==> config.mk <==
export PLATFORM = sky130hd
export DESIGN_NAME = mem_stage
export DESIGN_NICKNAME = d
export VERILOG_FILES = /design/src/rtl/mem_stage.sv
export SDC_FILE = /design/constraint.sdc
export NUM_CORES = 2
export LEC_CHECK = 0
export ABC_AREA = 1
export BUFFER_PORTS_ARGS = -buffer_cell sky130_fd_sc_hd__buf_2
export CAP_MARGIN = 30
export CORE_MARGIN = 5
export CORE_UTILIZATION = 45
export CTS_CLUSTER_SIZE = 20
export DETAILED_ROUTE_END_ITERATION = 8
export SYNTH_ARGS = -nofsm -noshare
export SYNTH_HDL_FRONTEND = slang
export SYNTH_SLANG_ARGS = --single-unit
export TNS_END_PERCENT = 10
==> constraint.sdc <==
create_clock -name clk -period 7.5 [get_ports clk]
set_input_delay 1.5 -clock clk [delete_from_list [all_inputs] [get_ports clk]]
set_output_delay 1.5 -clock clk [all_outputs]
set_load 0.02 [all_outputs]
==> src/rtl/mem_stage.sv <==
// Pipeline MEM stage: multi-cycle data-memory access with stall handshake.
// Optional byte (lb/sb) support enabled by defining MEM_STAGE_BYTE_ACCESS_EN.
module mem_stage #(
   parameter int unsigned MEM_LATENCY = 2,
   parameter int unsigned MEM_WORDS   = 64
) (
   input  logic        clk,
   input  logic        rst,
   input  logic        mem_read_MEM,
   input  logic        mem_write_MEM,
   input  logic        mem_byte_MEM,
   input  logic [31:0] ALU_out_MEM,
   input  logic [31:0] write_data_MEM,
   output logic [31:0] read_data_MEM,
   output logic        stall_MEM,
   output logic        misaligned_MEM
);

   localparam int unsigned AW = $clog2(MEM_WORDS);
   localparam int unsigned CW = 4;

   localparam logic [1:0] IDLE   = 2'd0;
   localparam logic [1:0] ACCESS = 2'd1;
   localparam logic [1:0] DONE   = 2'd2;

   logic [1:0]    state_q, state_d;
   logic [CW-1:0] cnt_q, cnt_d;
   logic [31:0]   rdata_q, rdata_d;
   logic [31:0]   mem_q [MEM_WORDS] = '{default: '0};

   logic          byte_c, req_c, commit_c, we_c;
   logic [AW-1:0] idx_c;
   logic [4:0]    lane_sel_c;
   logic [7:0]    lane_c;
   logic [31:0]   word_c, wword_c, lval_c;
   logic          unused_c;

`ifdef MEM_STAGE_BYTE_ACCESS_EN
   assign byte_c = mem_byte_MEM;
`else
   logic unused_byte_c;
   assign byte_c        = 1'b0;
   assign unused_byte_c = mem_byte_MEM;
`endif

   // Upper address bits are ignored so accesses wrap around the array.
   assign unused_c   = &{1'b0, ALU_out_MEM[31:AW+2]};
   assign idx_c      = ALU_out_MEM[AW+1:2];
   assign lane_sel_c = {ALU_out_MEM[1:0], 3'b000};
   assign word_c     = mem_q[idx_c];
   assign lane_c     = word_c[lane_sel_c +: 8];
   assign lval_c     = byte_c ? {{24{lane_c[7]}}, lane_c} : word_c;

   always_comb begin
      wword_c = word_c;
      if (byte_c) wword_c[lane_sel_c +: 8] = write_data_MEM[7:0];
      else        wword_c = write_data_MEM;
   end

   assign misaligned_MEM = (mem_read_MEM | mem_write_MEM) & ~byte_c & (ALU_out_MEM[1:0] != 2'b00);
   assign req_c          = (mem_read_MEM | mem_write_MEM) & ~misaligned_MEM;
   assign stall_MEM      = ~rst & (((state_q == IDLE) & req_c) | (state_q == ACCESS));

   // Next-state, wait counter and load-data capture.
   always_comb begin
      state_d  = state_q;
      cnt_d    = cnt_q;
      rdata_d  = rdata_q;
      commit_c = 1'b0;
      case (state_q)
         IDLE: begin
            if (req_c) begin
               state_d = ACCESS;
               cnt_d   = CW'(MEM_LATENCY - 1);
            end
         end
         ACCESS: begin
            if (cnt_q == '0) begin
               commit_c = 1'b1;
               state_d  = DONE;
               if (mem_read_MEM && !mem_write_MEM) rdata_d = lval_c;
            end else begin
               cnt_d = cnt_q - CW'(1);
            end
         end
         DONE:    state_d = IDLE;
         default: state_d = IDLE;
      endcase
   end

   always_ff @(posedge clk or posedge rst) begin
      if (rst) begin
         state_q <= IDLE;
         cnt_q   <= '0;
         rdata_q <= '0;
      end else begin
         state_q <= state_d;
         cnt_q   <= cnt_d;
         rdata_q <= rdata_d;
      end
   end

   // Memory is never reset; a commit edge seen under reset is discarded.
   assign we_c = commit_c & mem_write_MEM & ~rst;

   always_ff @(posedge clk) begin
      if (we_c) mem_q[idx_c] <= wword_c;
   end

   assign read_data_MEM = rdata_q;

endmodule

# Yosys cells after proc, flatten, opt, wreduce, memory -nomap -nowiden
# Memory sizes are Yosys's and may differ from the RTL's. A register that Yosys moved wholly into a read port is not among the register bits.
# Index checks and enable logic that the tools add are counted.
# W data, S select, Z words.
# totals
ff_bits,6
ramBits,2048
output_inout_bits,34
mem_count,1
# classes
add_sub_neg,1
n_eq_ne,4
n_mux,10
bitwise,10
n_reduce_logical,9
# memory_table
name,words,word_bits,read_ports,rd_clocked_by_memory_dff,wr,line_no,rtl
mem_q,64,32,1,1,1,29,logic [31:0] mem_q [MEM_WORDS] = '{default: '0};
# op_table
cell,count
$mux W4,2
$pmux W4 S2,1
$and A1 B1 Y1,6
$reduce_and A3 Y1,2
$logic_not A4 Y1,1
$mux W1,4
$mux W2,2
$ne A2 B2 Y1 const B,2
$pmux W2 S2,1
$reduce_bool A2 Y1,2
$sub A4 B1 Y4 const B,1
$eq A2 B1 Y1 const B,1
$logic_not A2 Y1,1
$ne A2 B1 Y1 const B,1
$not A1 Y1,2
$or A1 B1 Y1,2
$reduce_and A2 Y1,1
$logic_and A1 B1 Y1,1
$logic_not A1 Y1,1

# Depth between registers and ports, before layout
# logic_depth
ltp_word,7
depth_mapped,17
mapped_depth_nobuf,13

# Least setup slack after synthesis
# OpenSTA, ideal clock, no wires.
# synth_path
kind,input-to-reg
from,input ALU_out_MEM[3]
to,memory mem_q[10][0] (enable)
setup_time_ns,0.421
arrival_time_ns,3.776
required_ns,7.079
slack_ns,3.303
stages,6
n_path_buf,2
cell_sequence,buf_2 -> clkinv_2 -> buf_2 -> nor2_1 -> nand3_1 -> nor2_1
# synth_lines
element,line_no,rtl
"start, declared",12,"input logic [31:0] ALU_out_MEM,"
"end, declared",29,
# Straight into the memory's write port.

==> impl_metrics.yaml <==
power_and_ir_drop:
  switching_power_mw: 5.89
  power_frac_clock: 0.408
  power.density_nw_per_um2: 255
  power_leakage_nw: 40.9
  swShare: 0.236
  pwr-share-seq: 0.520
  peakVddDrop_v: 0.000215
  combPwrFrac: 0.072
  intPower_mw: 19.1
  power_mw: 25.0
routing:
  ant_nets: 0
  viasPerCell: 5.14
  dr.pass1.iters: 6
  vias: 58275
  drc_errors: 0
  drt_iter0_markers: 5967
  drt_wl_total_um: 248000
  wire_per_inst_um: 21.9
worst_setup_path:
  crit_fanout: 127
  cp_data_required_time_ps: 8250
  crit_path_start_kind: "primary input"
  path_class: "in2reg"
  critPathCaptureType: "flop"
  critPathArrivalTime_ps: 4940
final_layout:
  fin_nets: 8695
  area_growth_pct: 12.0
  final_cell_area_sq_um: 98000
  final_cells: 11340
  drive_gt1_frac: 0.0729
clock_tree:
  cts-root-buf: "clkbuf_16"
  cts_sinks: 2086
  numCtsBuffers: 212
  hold_buffers: 0
  clk_latency_ps: 860
  path_clk_slew_ps: 60
  cts_resized: 0
  post_cts_buffers: 0
  htree_levels: 4
  cts_max_path_buffers: 3
  tritoncts: "built"
synth:
  yosysTopAreaCellShare: 0.703
  yosys_warnings: 0
  synth_cells: 8595
  synth.avg_cell_area_sq_um: 10.2
  synth_area_sq_um: 87500
  ys_seq_area_frac: 0.714
  yosysTopAreaCell: "edfxtp_1"
  synth.distinct_cells: 26
  syn_nets: 8666
  ys_ff_latch: 2086
  synthTopCellsByArea: "edfxtp_1 (70%), nand2_1 (24%), buf_2 (1.1%)"
sta:
  max_freq_ghz: 0.239
  slew_headroom: 0.291
  drv_slew: 0
  worst_pin_slew_ps: 1060
  hold_violations: 0
  fin_crit_ps: 4180
  setup_tns_ps: 0
  finClkSkew_ps: 37.2
  rsz0062_at_grt: "no"
  hold_ws_ps: 542
  setup_viol: 0
  post-route-period-util: 0.558
floorplan:
  die_height_um: 451
  row_count: 161
  io_pins: 103
  initial_core_util: 0.454
  die-area_sq_um: 203000
  core_area_sq_um: 193000
  die_x_um: 451
grt:
  antenna_found_initial: 18
  grt.total_usage: 0.239
  grt_max_degree: 190
  grt-ovfl-total: 0
  grt_pass1_vias: 54662
  grt_pass1_wl_um: 361000
outcome:
  status: "finished, final reports clean"
placed_design:
  place_inst: 10933
  hpwlAfterDp_um: 131000
  port_buffers: 77
  gp_congestion: 0.848
  dpl_cell_area_sq_um: 91200
run:
  cap_viol_max_count: 0
min_path:
  hp-class: "reg2reg"
[sequential cells by signal, indices dropped and copies added, names as in the netlist]
name and count:
mem_q 2048, read_data_MEM 32, cnt_q 4, state_q 2
[layout make-up]
cell class / count / area (sq um)
fill: 16970 / 95000
sequential: 2086 / 62400
multi-input combinational: 5981 / 23300
clock buffer: 279 / 5710
tap: 2526 / 3160
timing repair buffer: 241 / 1990
clock inverter: 114 / 981
inverter: 102 / 414
antenna: 11 / 27.5
[critical path, stage by stage]
cell	delay, ps
buf_8	390
inv_8	350
buf_12	480
nand2_1	120
nand2_1	50
nand2_1	50
nand2_1	80
nand2_1	60
nand2_1	120
nand2_1	190
nand2_1	70
nor2_1	630
nand3_1	340
nand2_1	140
inv_1	40
[synth_stat cells]
library cell     n
nor2_1         144
or2_1            1
o22ai_1          1
nor3_2           6
or2_2           31
ha_1             2
nor3_1           3
o21ai_0          7
nor2_2           1
o211ai_1         4
nand4_1          1
nor4_4           1
buf_2          194
nand3_1         54
inv_1           98
buf_6            3
o21ai_1          5
dfrtp_1         38
buf_4           26
nand2_1       5706
clkinv_2         1
a21oi_1         14
edfxtp_1      2048
buf_1           44
inv_2            3
clkbuf_1       159
[kinds of logic (layout without fill, tap and decap cells)]
| logic type | Yosys count | in the layout | share of synthesized area |
|---|---|---|---|
| AO/OA/AOI/OAI | 31 | 31 | 0.00190 |
| adder cells (fa/ha/maj) | 2 | 2 | 0.000286 |
| buffers and inverters | 528 | 736 | 0.0268 |
| flip-flops | 2086 | 2086 | 0.714 |
| other | 0 | 11 | 0 |
| AND/OR/NAND/NOR | 5948 | 5948 | 0.258 |
[path summary, 6_finish.rpt]
kind / cells after the start / start / slack (ps) / to
max: 15 / ALU_out_MEM[2] / 3320 / read_data_MEM[28]
max reg2reg: 7 / cnt_q[0] / 3730 / mem_q[63][16]
min reg2reg: 2 / cnt_q[3] / 540 / cnt_q[3]
min in group asynchronous: 3 / rst / 830 / state_q[0]
max in group asynchronous: 3 / rst / 6110 / read_data_MEM[12]
min: 2 / cnt_q[3] / 540 / cnt_q[3]
[per-stage QoR]
stage | utilization | setup slack (ps)
after floorplan | - | 3300
after global placement | 0.472 | 2560
after detailed placement | 0.473 | 2540
after CTS | 0.507 | 3440
after global routing | 0.508 | 3260
final | 0.508 | 3320
[power by group through the flow]
stage               Sequential [mW]  Combinational (mW)  Clock (mW)
floorplan                      13.3               0.942           0
CTS                            13.0                1.81        10.4
global placement               13.2                1.79           0
finish                         13.0                1.81        10.2
detailed placement             13.2                1.81           0
global route                   13.0                1.99        10.8
[metal layers]
| metal | track usage | vias to the layer above | part of all wire |
|---|---|---|---|
| met1 | 0.324 | 28085 | 0.41 |
| li1 | - | 27774 | - |
| met5 | 0 | - | 0 |
| met3 | 0.0322 | 387 | 0.069 |
| met4 | 0.0952 | 0 | 0.042 |
| met2 | 0.393 | 2029 | 0.48 |
[cells in the final DEF (no fill, tap or decap), types with 47 or more instances in the layout]
cell type,instances
buf_2,74
clkinv_1,47
clkbuf_16,216
nor2_4,64
edfxtp_1,2048
nand2_1,5706
inv_1,97
clkbuf_1,56
nand3_1,53
nor2_1,80
buf_4,139
Note: power is estimated with default switching activity, not from simulation.
